===== config.mk =====
export PLATFORM = sky130hd
export DESIGN_NAME = wb_commit_stage_flat
export DESIGN_NICKNAME = d
export VERILOG_FILES = /design/src/rtl/wb_commit_stage_if.sv /design/src/rtl/wb_commit_stage.sv /design/src/flat_wrapper.sv
export SDC_FILE = /design/constraint.sdc
export NUM_CORES = 1
export LEC_CHECK = 0
export ABC_AREA = 0
export BUFFER_PORTS_ARGS = -buffer_cell sky130_fd_sc_hd__buf_2
export CORE_AREA = 2 2 199 201
export DETAILED_ROUTE_END_ITERATION = 6
export DIE_AREA = 0 0 201 203
export GPL_ROUTABILITY_DRIVEN = 0
export GPL_TIMING_DRIVEN = 0
export PLACE_DENSITY = 0.49
export SKIP_LAST_GASP = 1
export SLEW_MARGIN = 15
export SYNTH_ARGS = -nofsm -noshare
export SYNTH_HDL_FRONTEND = slang
export SYNTH_SLANG_ARGS = --single-unit

===== constraint.sdc =====
create_clock -name clk -period 4.8 [get_ports clk]
set_input_delay 1.44 -clock clk [delete_from_list [all_inputs] [get_ports clk]]
set_output_delay 1.44 -clock clk [all_outputs]
set_load 0.05 [all_outputs]

===== src/rtl/wb_commit_stage_if.sv =====
// Writeback/commit stage bus: MEM-side hand-off, CSR read data and RF ready in; commit pulses,
// latched cause/targets and the retire trace out.
interface wb_commit_stage_if #(
    parameter int unsigned DATA_W = 32,
    parameter int unsigned PC_W   = 32,
    parameter int unsigned EXC_N  = 6,
    parameter int unsigned CNT_W  = 16
);
    logic                       mem_valid;
    logic                       wb_allowin;
    logic [PC_W-1:0]            mem_pc;
    logic                       mem_gr_we;
    logic [4:0]                 mem_rf_waddr;
    logic [DATA_W-1:0]          mem_rf_wdata;
    logic                       mem_csr_re;
    logic                       mem_csr_we;
    logic [13:0]                mem_csr_num;
    logic [DATA_W-1:0]          mem_csr_wmask;
    logic [DATA_W-1:0]          mem_csr_wvalue;
    logic                       mem_ertn;
    logic [EXC_N-1:0]           mem_exc_vec;
    logic [PC_W-1:0]            mem_vaddr;
    logic [DATA_W-1:0]          csr_rvalue;
    logic                       rf_wready;

    logic                       csr_re;
    logic [13:0]                csr_num;
    logic                       csr_we;
    logic [DATA_W-1:0]          csr_wmask;
    logic [DATA_W-1:0]          csr_wvalue;
    logic                       rf_wen;
    logic [4:0]                 rf_waddr;
    logic [DATA_W-1:0]          rf_wdata;
    logic                       wb_ex;
    logic [5:0]                 wb_ecode;
    logic [8:0]                 wb_esubcode;
    logic [PC_W-1:0]            wb_pc;
    logic [PC_W-1:0]            wb_vaddr;
    logic                       ertn_flush;
    logic [PC_W+4+5+DATA_W-1:0] inst_retire;
    logic [CNT_W-1:0]           retire_cnt;

    modport master (
        output mem_valid, mem_pc, mem_gr_we, mem_rf_waddr, mem_rf_wdata, mem_csr_re, mem_csr_we,
               mem_csr_num, mem_csr_wmask, mem_csr_wvalue, mem_ertn, mem_exc_vec, mem_vaddr,
               csr_rvalue, rf_wready,
        input  wb_allowin, csr_re, csr_num, csr_we, csr_wmask, csr_wvalue, rf_wen, rf_waddr,
               rf_wdata, wb_ex, wb_ecode, wb_esubcode, wb_pc, wb_vaddr, ertn_flush, inst_retire,
               retire_cnt
    );

    modport slave (
        input  mem_valid, mem_pc, mem_gr_we, mem_rf_waddr, mem_rf_wdata, mem_csr_re, mem_csr_we,
               mem_csr_num, mem_csr_wmask, mem_csr_wvalue, mem_ertn, mem_exc_vec, mem_vaddr,
               csr_rvalue, rf_wready,
        output wb_allowin, csr_re, csr_num, csr_we, csr_wmask, csr_wvalue, rf_wen, rf_waddr,
               rf_wdata, wb_ex, wb_ecode, wb_esubcode, wb_pc, wb_vaddr, ertn_flush, inst_retire,
               retire_cnt
    );
endinterface


===== src/rtl/wb_commit_stage.sv =====
// Writeback/commit stage: holds one instruction from MEM, waits out multi-cycle CSR reads and
// RF-port backpressure, then emits single-cycle commit pulses and the retire trace.
module wb_commit_stage #(
    parameter int unsigned DATA_W  = 32,
    parameter int unsigned PC_W    = 32,
    parameter int unsigned EXC_N   = 6,
    parameter int unsigned CSR_LAT = 1,
    parameter int unsigned CNT_W   = 16
) (
    input logic              clk,
    input logic              rst,
    wb_commit_stage_if.slave wb
);
    localparam logic [1:0] StEmpty   = 2'd0;
    localparam logic [1:0] StCsrWait = 2'd1;
    localparam logic [1:0] StHold    = 2'd2;

    localparam int unsigned       WaitW    = (CSR_LAT < 2) ? 1 : $clog2(CSR_LAT + 1);
    localparam logic [WaitW-1:0]  WaitInit = WaitW'(CSR_LAT);
    localparam logic [WaitW-1:0]  WaitLast = WaitW'(1);
    localparam logic [CNT_W-1:0]  CntOne   = CNT_W'(1);
    localparam logic              HasWait  = (CSR_LAT != 0);

    logic [1:0]        state_q, state_d;
    logic [WaitW-1:0]  wait_q, wait_d;
    logic [PC_W-1:0]   pc_q, vaddr_q;
    logic              gr_we_q, csr_re_q, csr_we_q, ertn_q;
    logic [4:0]        waddr_q;
    logic [DATA_W-1:0] wdata_q, wmask_q, wvalue_q;
    logic [13:0]       csr_num_q;
    logic [EXC_N-1:0]  exc_q;
    logic [CNT_W-1:0]  retire_cnt_q;

    logic              ex, mem_ex, commit_ok, allowin, transfer, csr_capture, rf_wen;
    logic [DATA_W-1:0] rf_wdata;
    logic [5:0]        ecode;

    assign ex          = |exc_q;
    assign mem_ex      = |wb.mem_exc_vec;
    // Reset suppresses the commit so an entry caught by reset leaves no trace.
    assign commit_ok   = ~rst & (state_q == StHold) & (ex | ~gr_we_q | wb.rf_wready);
    assign allowin     = ~rst & ((state_q == StEmpty) | commit_ok);
    assign transfer    = wb.mem_valid & allowin;
    assign csr_capture = (state_q == StCsrWait) & (wait_q == WaitLast);

    always_comb begin
        state_d = state_q;
        wait_d  = wait_q;
        unique case (state_q)
            StEmpty, StHold: begin
                if (transfer) begin
                    if (wb.mem_csr_re & ~mem_ex & HasWait) begin
                        state_d = StCsrWait;
                        wait_d  = WaitInit;
                    end else begin
                        state_d = StHold;
                    end
                end else if (commit_ok) begin
                    state_d = StEmpty;
                end
            end
            StCsrWait: begin
                wait_d = wait_q - WaitLast;
                if (csr_capture) begin
                    state_d = StHold;
                end
            end
            default: state_d = StEmpty;
        endcase
    end

    always_ff @(posedge clk) begin
        if (rst) begin
            state_q      <= StEmpty;
            wait_q       <= '0;
            pc_q         <= '0;
            vaddr_q      <= '0;
            gr_we_q      <= 1'b0;
            csr_re_q     <= 1'b0;
            csr_we_q     <= 1'b0;
            ertn_q       <= 1'b0;
            waddr_q      <= '0;
            wdata_q      <= '0;
            wmask_q      <= '0;
            wvalue_q     <= '0;
            csr_num_q    <= '0;
            exc_q        <= '0;
            retire_cnt_q <= '0;
        end else begin
            state_q <= state_d;
            wait_q  <= wait_d;
            if (transfer) begin
                pc_q      <= wb.mem_pc;
                vaddr_q   <= wb.mem_vaddr;
                gr_we_q   <= wb.mem_gr_we;
                csr_re_q  <= wb.mem_csr_re;
                csr_we_q  <= wb.mem_csr_we;
                ertn_q    <= wb.mem_ertn;
                waddr_q   <= wb.mem_rf_waddr;
                wdata_q   <= wb.mem_rf_wdata;
                wmask_q   <= wb.mem_csr_wmask;
                wvalue_q  <= wb.mem_csr_wvalue;
                csr_num_q <= wb.mem_csr_num;
                exc_q     <= wb.mem_exc_vec;
            end else if (csr_capture) begin
                wdata_q <= wb.csr_rvalue;
            end
            if (commit_ok & ~ex) begin
                retire_cnt_q <= retire_cnt_q + CntOne;
            end
        end
    end

    function automatic logic [5:0] exc_cause(input int idx);
        case (idx)
            1:       return 6'h08;
            2:       return 6'h0D;
            3:       return 6'h0B;
            4:       return 6'h0C;
            5:       return 6'h09;
            default: return 6'h00;
        endcase
    endfunction

    // Scan from the top so the lowest set index wins.
    always_comb begin
        ecode = 6'h00;
        for (int i = int'(EXC_N) - 1; i >= 0; i--) begin
            if (exc_q[i]) begin
                ecode = exc_cause(i);
            end
        end
    end

    // With no wait states the CSR read data is consumed live during HOLD.
    assign rf_wdata = (!HasWait && csr_re_q && !ex) ? wb.csr_rvalue : wdata_q;
    assign rf_wen   = commit_ok & gr_we_q & ~ex;

    assign wb.wb_allowin  = allowin;
    assign wb.csr_re      = (state_q != StEmpty) & csr_re_q & ~ex;
    assign wb.csr_num     = csr_num_q;
    assign wb.csr_we      = commit_ok & csr_we_q & ~ex;
    assign wb.csr_wmask   = wmask_q;
    assign wb.csr_wvalue  = wvalue_q;
    assign wb.rf_wen      = rf_wen;
    assign wb.rf_waddr    = waddr_q;
    assign wb.rf_wdata    = rf_wdata;
    assign wb.wb_ex       = commit_ok & ex;
    assign wb.wb_ecode    = ecode;
    assign wb.wb_esubcode = 9'd0;
    assign wb.wb_pc       = pc_q;
    assign wb.wb_vaddr    = vaddr_q;
    assign wb.ertn_flush  = commit_ok & ertn_q & ~ex;
    assign wb.inst_retire = {pc_q, {4{rf_wen}}, waddr_q, rf_wdata};
    assign wb.retire_cnt  = retire_cnt_q;
endmodule

===== src/flat_wrapper.sv =====
// flat-port wrapper written by rule: the top's interface ports become plain ports
module wb_commit_stage_flat 
#(
    parameter int unsigned DATA_W  = 32,
    parameter int unsigned PC_W    = 32,
    parameter int unsigned EXC_N   = 6,
    parameter int unsigned CSR_LAT = 1,
    parameter int unsigned CNT_W   = 16
)
  (clk, rst, wb_mem_valid, wb_mem_pc, wb_mem_gr_we, wb_mem_rf_waddr, wb_mem_rf_wdata, wb_mem_csr_re, wb_mem_csr_we, wb_mem_csr_num, wb_mem_csr_wmask, wb_mem_csr_wvalue, wb_mem_ertn, wb_mem_exc_vec, wb_mem_vaddr, wb_csr_rvalue, wb_rf_wready, wb_wb_allowin, wb_csr_re, wb_csr_num, wb_csr_we, wb_csr_wmask, wb_csr_wvalue, wb_rf_wen, wb_rf_waddr, wb_rf_wdata, wb_wb_ex, wb_wb_ecode, wb_wb_esubcode, wb_wb_pc, wb_wb_vaddr, wb_ertn_flush, wb_inst_retire, wb_retire_cnt);
  wb_commit_stage_if #(.DATA_W(DATA_W), .PC_W(PC_W), .EXC_N(EXC_N), .CNT_W(CNT_W)) wb_i ();
  input logic clk;
  input logic rst;
  input wire logic [$bits(wb_i.mem_valid)-1:0] wb_mem_valid;
  input wire logic [$bits(wb_i.mem_pc)-1:0] wb_mem_pc;
  input wire logic [$bits(wb_i.mem_gr_we)-1:0] wb_mem_gr_we;
  input wire logic [$bits(wb_i.mem_rf_waddr)-1:0] wb_mem_rf_waddr;
  input wire logic [$bits(wb_i.mem_rf_wdata)-1:0] wb_mem_rf_wdata;
  input wire logic [$bits(wb_i.mem_csr_re)-1:0] wb_mem_csr_re;
  input wire logic [$bits(wb_i.mem_csr_we)-1:0] wb_mem_csr_we;
  input wire logic [$bits(wb_i.mem_csr_num)-1:0] wb_mem_csr_num;
  input wire logic [$bits(wb_i.mem_csr_wmask)-1:0] wb_mem_csr_wmask;
  input wire logic [$bits(wb_i.mem_csr_wvalue)-1:0] wb_mem_csr_wvalue;
  input wire logic [$bits(wb_i.mem_ertn)-1:0] wb_mem_ertn;
  input wire logic [$bits(wb_i.mem_exc_vec)-1:0] wb_mem_exc_vec;
  input wire logic [$bits(wb_i.mem_vaddr)-1:0] wb_mem_vaddr;
  input wire logic [$bits(wb_i.csr_rvalue)-1:0] wb_csr_rvalue;
  input wire logic [$bits(wb_i.rf_wready)-1:0] wb_rf_wready;
  output wire logic [$bits(wb_i.wb_allowin)-1:0] wb_wb_allowin;
  output wire logic [$bits(wb_i.csr_re)-1:0] wb_csr_re;
  output wire logic [$bits(wb_i.csr_num)-1:0] wb_csr_num;
  output wire logic [$bits(wb_i.csr_we)-1:0] wb_csr_we;
  output wire logic [$bits(wb_i.csr_wmask)-1:0] wb_csr_wmask;
  output wire logic [$bits(wb_i.csr_wvalue)-1:0] wb_csr_wvalue;
  output wire logic [$bits(wb_i.rf_wen)-1:0] wb_rf_wen;
  output wire logic [$bits(wb_i.rf_waddr)-1:0] wb_rf_waddr;
  output wire logic [$bits(wb_i.rf_wdata)-1:0] wb_rf_wdata;
  output wire logic [$bits(wb_i.wb_ex)-1:0] wb_wb_ex;
  output wire logic [$bits(wb_i.wb_ecode)-1:0] wb_wb_ecode;
  output wire logic [$bits(wb_i.wb_esubcode)-1:0] wb_wb_esubcode;
  output wire logic [$bits(wb_i.wb_pc)-1:0] wb_wb_pc;
  output wire logic [$bits(wb_i.wb_vaddr)-1:0] wb_wb_vaddr;
  output wire logic [$bits(wb_i.ertn_flush)-1:0] wb_ertn_flush;
  output wire logic [$bits(wb_i.inst_retire)-1:0] wb_inst_retire;
  output wire logic [$bits(wb_i.retire_cnt)-1:0] wb_retire_cnt;
  assign wb_i.mem_valid = wb_mem_valid;
  assign wb_i.mem_pc = wb_mem_pc;
  assign wb_i.mem_gr_we = wb_mem_gr_we;
  assign wb_i.mem_rf_waddr = wb_mem_rf_waddr;
  assign wb_i.mem_rf_wdata = wb_mem_rf_wdata;
  assign wb_i.mem_csr_re = wb_mem_csr_re;
  assign wb_i.mem_csr_we = wb_mem_csr_we;
  assign wb_i.mem_csr_num = wb_mem_csr_num;
  assign wb_i.mem_csr_wmask = wb_mem_csr_wmask;
  assign wb_i.mem_csr_wvalue = wb_mem_csr_wvalue;
  assign wb_i.mem_ertn = wb_mem_ertn;
  assign wb_i.mem_exc_vec = wb_mem_exc_vec;
  assign wb_i.mem_vaddr = wb_mem_vaddr;
  assign wb_i.csr_rvalue = wb_csr_rvalue;
  assign wb_i.rf_wready = wb_rf_wready;
  assign wb_wb_allowin = wb_i.wb_allowin;
  assign wb_csr_re = wb_i.csr_re;
  assign wb_csr_num = wb_i.csr_num;
  assign wb_csr_we = wb_i.csr_we;
  assign wb_csr_wmask = wb_i.csr_wmask;
  assign wb_csr_wvalue = wb_i.csr_wvalue;
  assign wb_rf_wen = wb_i.rf_wen;
  assign wb_rf_waddr = wb_i.rf_waddr;
  assign wb_rf_wdata = wb_i.rf_wdata;
  assign wb_wb_ex = wb_i.wb_ex;
  assign wb_wb_ecode = wb_i.wb_ecode;
  assign wb_wb_esubcode = wb_i.wb_esubcode;
  assign wb_wb_pc = wb_i.wb_pc;
  assign wb_wb_vaddr = wb_i.wb_vaddr;
  assign wb_ertn_flush = wb_i.ertn_flush;
  assign wb_inst_retire = wb_i.inst_retire;
  assign wb_retire_cnt = wb_i.retire_cnt;
  wb_commit_stage #(.DATA_W(DATA_W), .PC_W(PC_W), .EXC_N(EXC_N), .CSR_LAT(CSR_LAT), .CNT_W(CNT_W)) u_core (.clk(clk), .rst(rst), .wb(wb_i));
endmodule

==> reports/results.txt, run 1 <==
Outcome = finished, final reports clean
Switch share = 31.9%
Seq/Total Area, Yosys = 46.4%
Die area = 40800 um2
Leak pwr = 5.88 nW
Layout area overhead = 45.2%
Global route overflow = 0
Fill count = 4160
Met2 Usage GRT = 31.9%
Global-route wire length before repair = 61.1 mm
Cells after Synth = 1101
Post-layout instance area = 13000 um2
Grt peak-use layer = met2
Hold Vio Cnt, Final = 0
Drt first pass iters = 4
Achievable clock frequency = 214 MHz
Placed Area = 12200 um2
Final period util = 97.4%
Detailed Route Iter0 Violations = 525
Final worst path period need = 4.67 ns
WL/cell = 18.9 um
Worst EP arrival = 3.23 ns
FP Rows = 72
Antenna-violating nets left = 0
Final WS setup = 0.126 ns
Synth Area in XOR/XNOR = 0%
CTS buffer count = 25
Synth warn = 0
Antenna violations before repair = 3
Flop pwr share = 39.5%
Worst-path fanout max = 10
Worst slew margin = 29.1%
CTS tree = done
Die W = 201 um
Multiplexer share of the synthesized area = 0.628%
Synth Area in Compound Gates = 26.5%
Setup TNS = 0 ns
Max Slew Vio Count = 0
Pwr dens = 360 nW/um2
GRT met3 Usage = 5.36%
Vias in the first global route = 9979
Aggregate global-route resource usage = 19.1%
Core area = 38500 um2
Total chip power = 4.69 mW
Synth cell types = 42
CP Class = in -> out
Yosys reg bits = 208
Routed WL = 41.2 mm
Global Route met1 Usage = 24.1%
Clk slew on worst S/H paths = 0.05 ns
Async SR Flop Fraction = 0%
Post-Synth Simple-Gate Area = 14.1%
Post-layout net count = 1866
Pre-CTS setup slack = -0.665 ns
Clk_lat worst skew = 0.53 ns
Worst Path Required = 3.36 ns
Final setup violation count = 0
Via count = 10300
Setup crit end kind = output port
# DRC = 0
Io pins = 514
EDFF count, synth = 0
# clock sinks = 208
Largest net degree at the start of global routing = 13
DP Wirelength = 31.5 mm
Logic pwr share = 20.0%
Pint = 3.19 mW
Vias per cell = 4.74
H-tree depth = 1
Hold Crit Class = reg -> reg
Max-cap violations = 0
Least-Margin Pin Slew = 1.06 ns
Largest family of logic cells by synthesized area = compound AO/OA/AOI/OAI gates
Post-Syn Area per Cell = 8.15 um2
Sw Pwr = 1.50 mW
Layout cells sized above 1 = 38.9%
CTS Buffer Depth = 3
Clk pwr share = 40.5%
Clock Skew = 0.0147 ns
Post-Syn Area = 8970 um2
Adder-cell share of the synthesized area = 0.139%
Starting Density = 23.3%
Worst VDD drop = 0.219 mV
CTS root buf = clkbuf_16
Most used flip-flop cell after synthesis = dfxtp_1
Die H = 203 um
CTS Hold Buffers Added = 0
IO buf count = 501
Startpoint Class = input pin
[what timing repair did]
item,CTS,global route
resized for setup,6,0
endpoints found under the setup margin,7,4
setup buffers,0,1
pin swaps,0,2
endpoints found under the hold margin,0,0
[cell usage after synthesis, types with 2 or more instances]
library cell | instances | area share (%)
nor2b_1 | 5 | 0.35
nor2_1 | 13 | 0.54
nor3_1 | 3 | 0.17
clkbuf_1 | 94 | 3.9
or4_1 | 8 | 0.67
o21ai_0 | 193 | 11
and3b_1 | 2 | 0.20
buf_4 | 84 | 7.0
nor4b_1 | 3 | 0.29
inv_1 | 8 | 0.33
dfxtp_1 | 208 | 46
nand3b_1 | 2 | 0.17
nand3_1 | 163 | 9.1
nand4_1 | 4 | 0.28
a32oi_1 | 32 | 3.1
nor4_1 | 7 | 0.49
buf_1 | 17 | 0.71
or3_1 | 3 | 0.21
nand2_1 | 8 | 0.33
mux2_2 | 5 | 0.63
and4_1 | 3 | 0.29
a21oi_1 | 203 | 11
o31ai_1 | 8 | 0.67
nand2b_1 | 3 | 0.21
or2_2 | 2 | 0.14
and2_1 | 4 | 0.28
[cells in the final DEF, fill, tap and decap left out, drive strengths merged, types with 8 or more instances in the layout]
master	netlist	final
nor2	13	13
or4	9	9
conb	1	11
a32oi	32	32
a21oi	203	203
buf	102	604
clkbuf	95	131
nand3	163	163
nand2	8	8
o21ai	193	193
o31ai	9	9
inv	9	9
dfxtp	208	208
[cell type report]
class,instances,area [um2],area share (%)
Buffer,197,1060,8.13
Clock buffer,36,757,5.81
Tap cell,518,648,4.98
Timing Repair Buffer,502,2530,19.4
Inverter,9,33.8,0.259
Sequential cell,208,4160,32.0
Clock inverter,8,65.1,0.499
Multi-Input combinational cell,697,3770,28.9
Antenna cell,1,2.50,0.0192
[sequential cells by signal, indices dropped and copies added, names as in the netlist]
register / cells
u_core.wb.csr_wmask: 32
u_core.exc_q: 6
u_core.wb.retire_cnt: 16
u_core.wb.rf_waddr: 5
u_core.wb.csr_wvalue: 32
u_core.csr_re_q: 1
u_core.wb.wb_vaddr: 32
u_core.wait_q: 1
u_core.wb.rf_wdata: 32
u_core.wb.wb_pc: 32
u_core.state_q: 2
u_core.csr_we_q: 1
u_core.gr_we_q: 1
u_core.ertn_q: 1
u_core.wb.csr_num: 14
[worst max-delay path: stages]
cell and delay, ns:
clkbuf_1 0.20, nor3b_2 0.35, nand2_2 0.18, clkbuf_2 0.25, nor2_4 0.19, and2_2 0.24, buf_4 0.12, buf_2 0.25
[per-stage QoR]
stage / instances / hold WS [ns] / utilization (%)
4_1_cts: 2174 / 0.471 / 33.8
3_5_place_dp: 2130 / 0.463 / 31.6
3_3_place_gp: 2130 / 0.459 / 31.6
6_report: 2176 / 0.470 / 33.9
5_1_grt: 2176 / 0.490 / 33.9
2_1_floorplan: 1111 / 0.449 / -
[power by group through the flow]
stage	logic, mW	clock network, mW	registers (mW)
finish	0.938	1.90	1.86
global route	1.00	2.03	1.86
global placement	0.938	0	1.89
floorplan	0.385	0	2.12
detailed placement	0.941	0	1.89
CTS	0.944	1.96	1.86
[cell families (layout without fill, tap and decap cells)]
family	after synthesis	in the layout
DFF	208	208
buffers and inverters	206	752
AOI/OAI and AO/OA	443	443
muxes	5	5
other	1	12
adders and majority gates	1	1
and+or+nand+nor	237	237
[routing by layer]
metal | up-vias | wire, um
li1 | 4983 | -
met1 | 4891 | 17500
met2 | 376 | 19400
met3 | 56 | 3080
met4 | 4 | 1090
met5 | - | 25
[worst paths after layout]
path	from	depth (start not counted)	slack, ns	end
min reg2reg	u_core.wb.wb_vaddr[19]$_SDFFE_PP0P_	2	0.47	u_core.wb.wb_vaddr[19]$_SDFFE_PP0P_
max	rst	8	0.13	wb_inst_retire[39]
max reg2reg	u_core.exc_q[1]$_SDFFE_PP0P_	6	2.00	u_core.wb.csr_wvalue[29]$_SDFFE_PP0P_
min	u_core.wb.wb_vaddr[19]$_SDFFE_PP0P_	2	0.47	u_core.wb.wb_vaddr[19]$_SDFFE_PP0P_
No activity file was read; power rests on OpenSTA's default activity.
==> run 2: changes to the inputs <==
==> constraint.sdc (replaced) <==
create_clock -name clk -period 4.8 [get_ports clk]
set_input_delay 0.48 -clock clk [delete_from_list [all_inputs] [get_ports clk]]
set_output_delay 0.48 -clock clk [all_outputs]
set_load 0.05 [all_outputs]
==> run 2 against run 1 <==
Net effect: core utilization shrank 0.098 points; first-iteration DRC count fell by 6.7%; clock skew grew 0.0022 ns; highest routed layer unchanged.
==> reports/results.txt, run 2 (synthesis results as in run 1) <==
DP Wirelength = 31.5 mm
Vias in the first global route = 9975
Max-cap violations = 0
Global route overflow = 0
Antenna-violating nets left = 0
Antenna violations before repair = 3
Non-filler instance count after layout = 2175
Post-layout instance area = 13000 um2
Placed cells = 2130
Vias per cell = 4.76
Final period util = 78.6%
Post-layout net count = 1865
Layout cells sized above 1 = 38.6%
Leak pwr = 5.87 nW
Post-CTS setup buffers = 0
Critical path's slowest cell = nor2_1
WL/cell = 18.9 um
Post-cts resize count = 0
Post-Route Utilization = 33.8%
CTS Buffer Depth = 3
Worst VDD drop = 0.219 mV
Flop pwr share = 39.6%
Largest net degree at the start of global routing = 13
Worst R2R Start = u_core.exc_q[1]$_SDFFE_PP0P_
Max Slew Vio Count = 0
Layout area overhead = 44.8%
Worst slew margin = 29.2%
Detailed Route Iter0 Violations = 490
CTS buffer count = 25
Final setup violation count = 0
Placed Area = 12200 um2
Die area = 40800 um2
Die H = 203 um
Drt first pass iters = 5
Crit-path cells = clkbuf_1 -> nor3b_1 -> nand2_1 -> clkbuf_1 -> nor2_1 -> and2_1 -> buf_4 -> buf_2
RR Endpoint = u_core.wb.csr_wvalue[29]$_SDFFE_PP0P_
WP buf/inv = 4
Worst hold start = wb_mem_csr_num[5]
Most frequent cells in the layout = 502 x buf_2, 208 x dfxtp_1, 203 x a21oi_1
WHS Path Cells = 3
Setup crit end kind = output port
CTS root buf = clkbuf_16
Pint = 3.19 mW
Core area = 38500 um2
FF-to-FF path depth = 6
CTS Hold Buffers Added = 0
Starting Density = 23.3%
CP Class = reg -> out
Most common cell after layout, fill and taps aside = buf_2
CTS tree = done
CP delay by family, top = simple AND/OR/NAND/NOR gates
Achievable clock frequency = 265 MHz
CP max stage delay = 0.50 ns
Logic pwr share = 20.0%
Sw Pwr = 1.50 mW
Routed WL = 41.2 mm
Reg-to-reg slack, setup = 1.94 ns
Worst-path fanout max = 10
FP Rows = 72
Least-Margin Pin Slew = 1.06 ns
Hold Vio Cnt, Final = 0
Global-route wire length before repair = 61.1 mm
Clk_lat worst skew = 0.53 ns
# DRC = 0
Setup TNS = 0 ns
IO buf count = 501
Switch share = 32.0%
Worst Hold End = u_core.wb.csr_num[5]$_SDFFE_PP0P_
Io pins = 514
Outcome = finished, final reports clean
H-tree depth = 1
Clk pwr share = 40.5%
Hold Crit Class = in -> reg
Most used cell, CP = clkbuf_1
Aggregate global-route resource usage = 19.1%
Clk slew on worst S/H paths = 0.06 ns
Worst Path Required = 4.32 ns
Die W = 201 um
Pwr dens = 361 nW/um2
Worst EP arrival = 3.29 ns
Clock Skew = 0.0169 ns
Final worst path period need = 3.77 ns
# clock sinks = 208
RSZ-0062 raised after global routing = no
Fill count = 4168
Via count = 10400
Startpoint Class = register
==> run 2: layout make-up <==
cell class	count	area [um2]	area share, %
Clock buffer	36	757	5.83
Sequential cell	208	4160	32.1
Antenna cell	1	2.50	0.0193
Timing Repair Buffer	501	2510	19.3
Multi-Input combinational cell	697	3750	28.9
Tap cell	518	648	4.99
Clock inverter	8	65.1	0.501
Buffer	197	1060	8.14
Inverter	9	33.8	0.260
==> run 2: stage by stage <==
stage	worst slack [ns]	total power, mW	hold slack (ns)
after floorplan	2.03	2.51	0.449
after global placement	1.21	2.83	0.459
after detailed placement	1.25	2.83	0.463
after CTS	0.905	4.76	0.170
after global routing	0.749	4.89	0.170
final	1.03	4.69	0.199
==> run 2: tightest hold or removal path: stages <==
cell and delay [ns]:
buf_2 0.10, nand3_1 0.05, a21oi_1 0.05
==> run 2: power by group through the flow <==
stage	registers [mW]	clock network, mW	logic [mW]
floorplan	2.12	0	0.385
global placement	1.89	0	0.938
detailed placement	1.89	0	0.941
CTS	1.86	1.96	0.943
global route	1.86	2.03	0.998
finish	1.86	1.90	0.937
==> run 2: worst max-delay path by stage <==
stage                                   startpoint            endpoint  slack, ns  cells past startpoint
CTS                 u_core.state_q[0]$_SDFFE_PP0P_  wb_inst_retire[39]       0.91                      8
detailed placement                             rst  wb_inst_retire[39]       1.25                      8
finish              u_core.state_q[0]$_SDFFE_PP0P_  wb_inst_retire[39]       1.03                      8
global route        u_core.state_q[0]$_SDFFE_PP0P_  wb_inst_retire[40]       0.75                      8
floorplan                                      rst  wb_inst_retire[37]       2.03                      7
global placement                               rst  wb_inst_retire[39]       1.21                      8
==> run 2: layer usage <==
metal	vias up	GRT usage, %	share of wire [%]	wire (um)
met3	56	5.36	7.4	3060
met5	-	0	0.061	25
met4	4	5.40	2.6	1080
met2	387	32.0	47	19400
met1	4923	24.1	43	17700
li1	4980	-	-	-
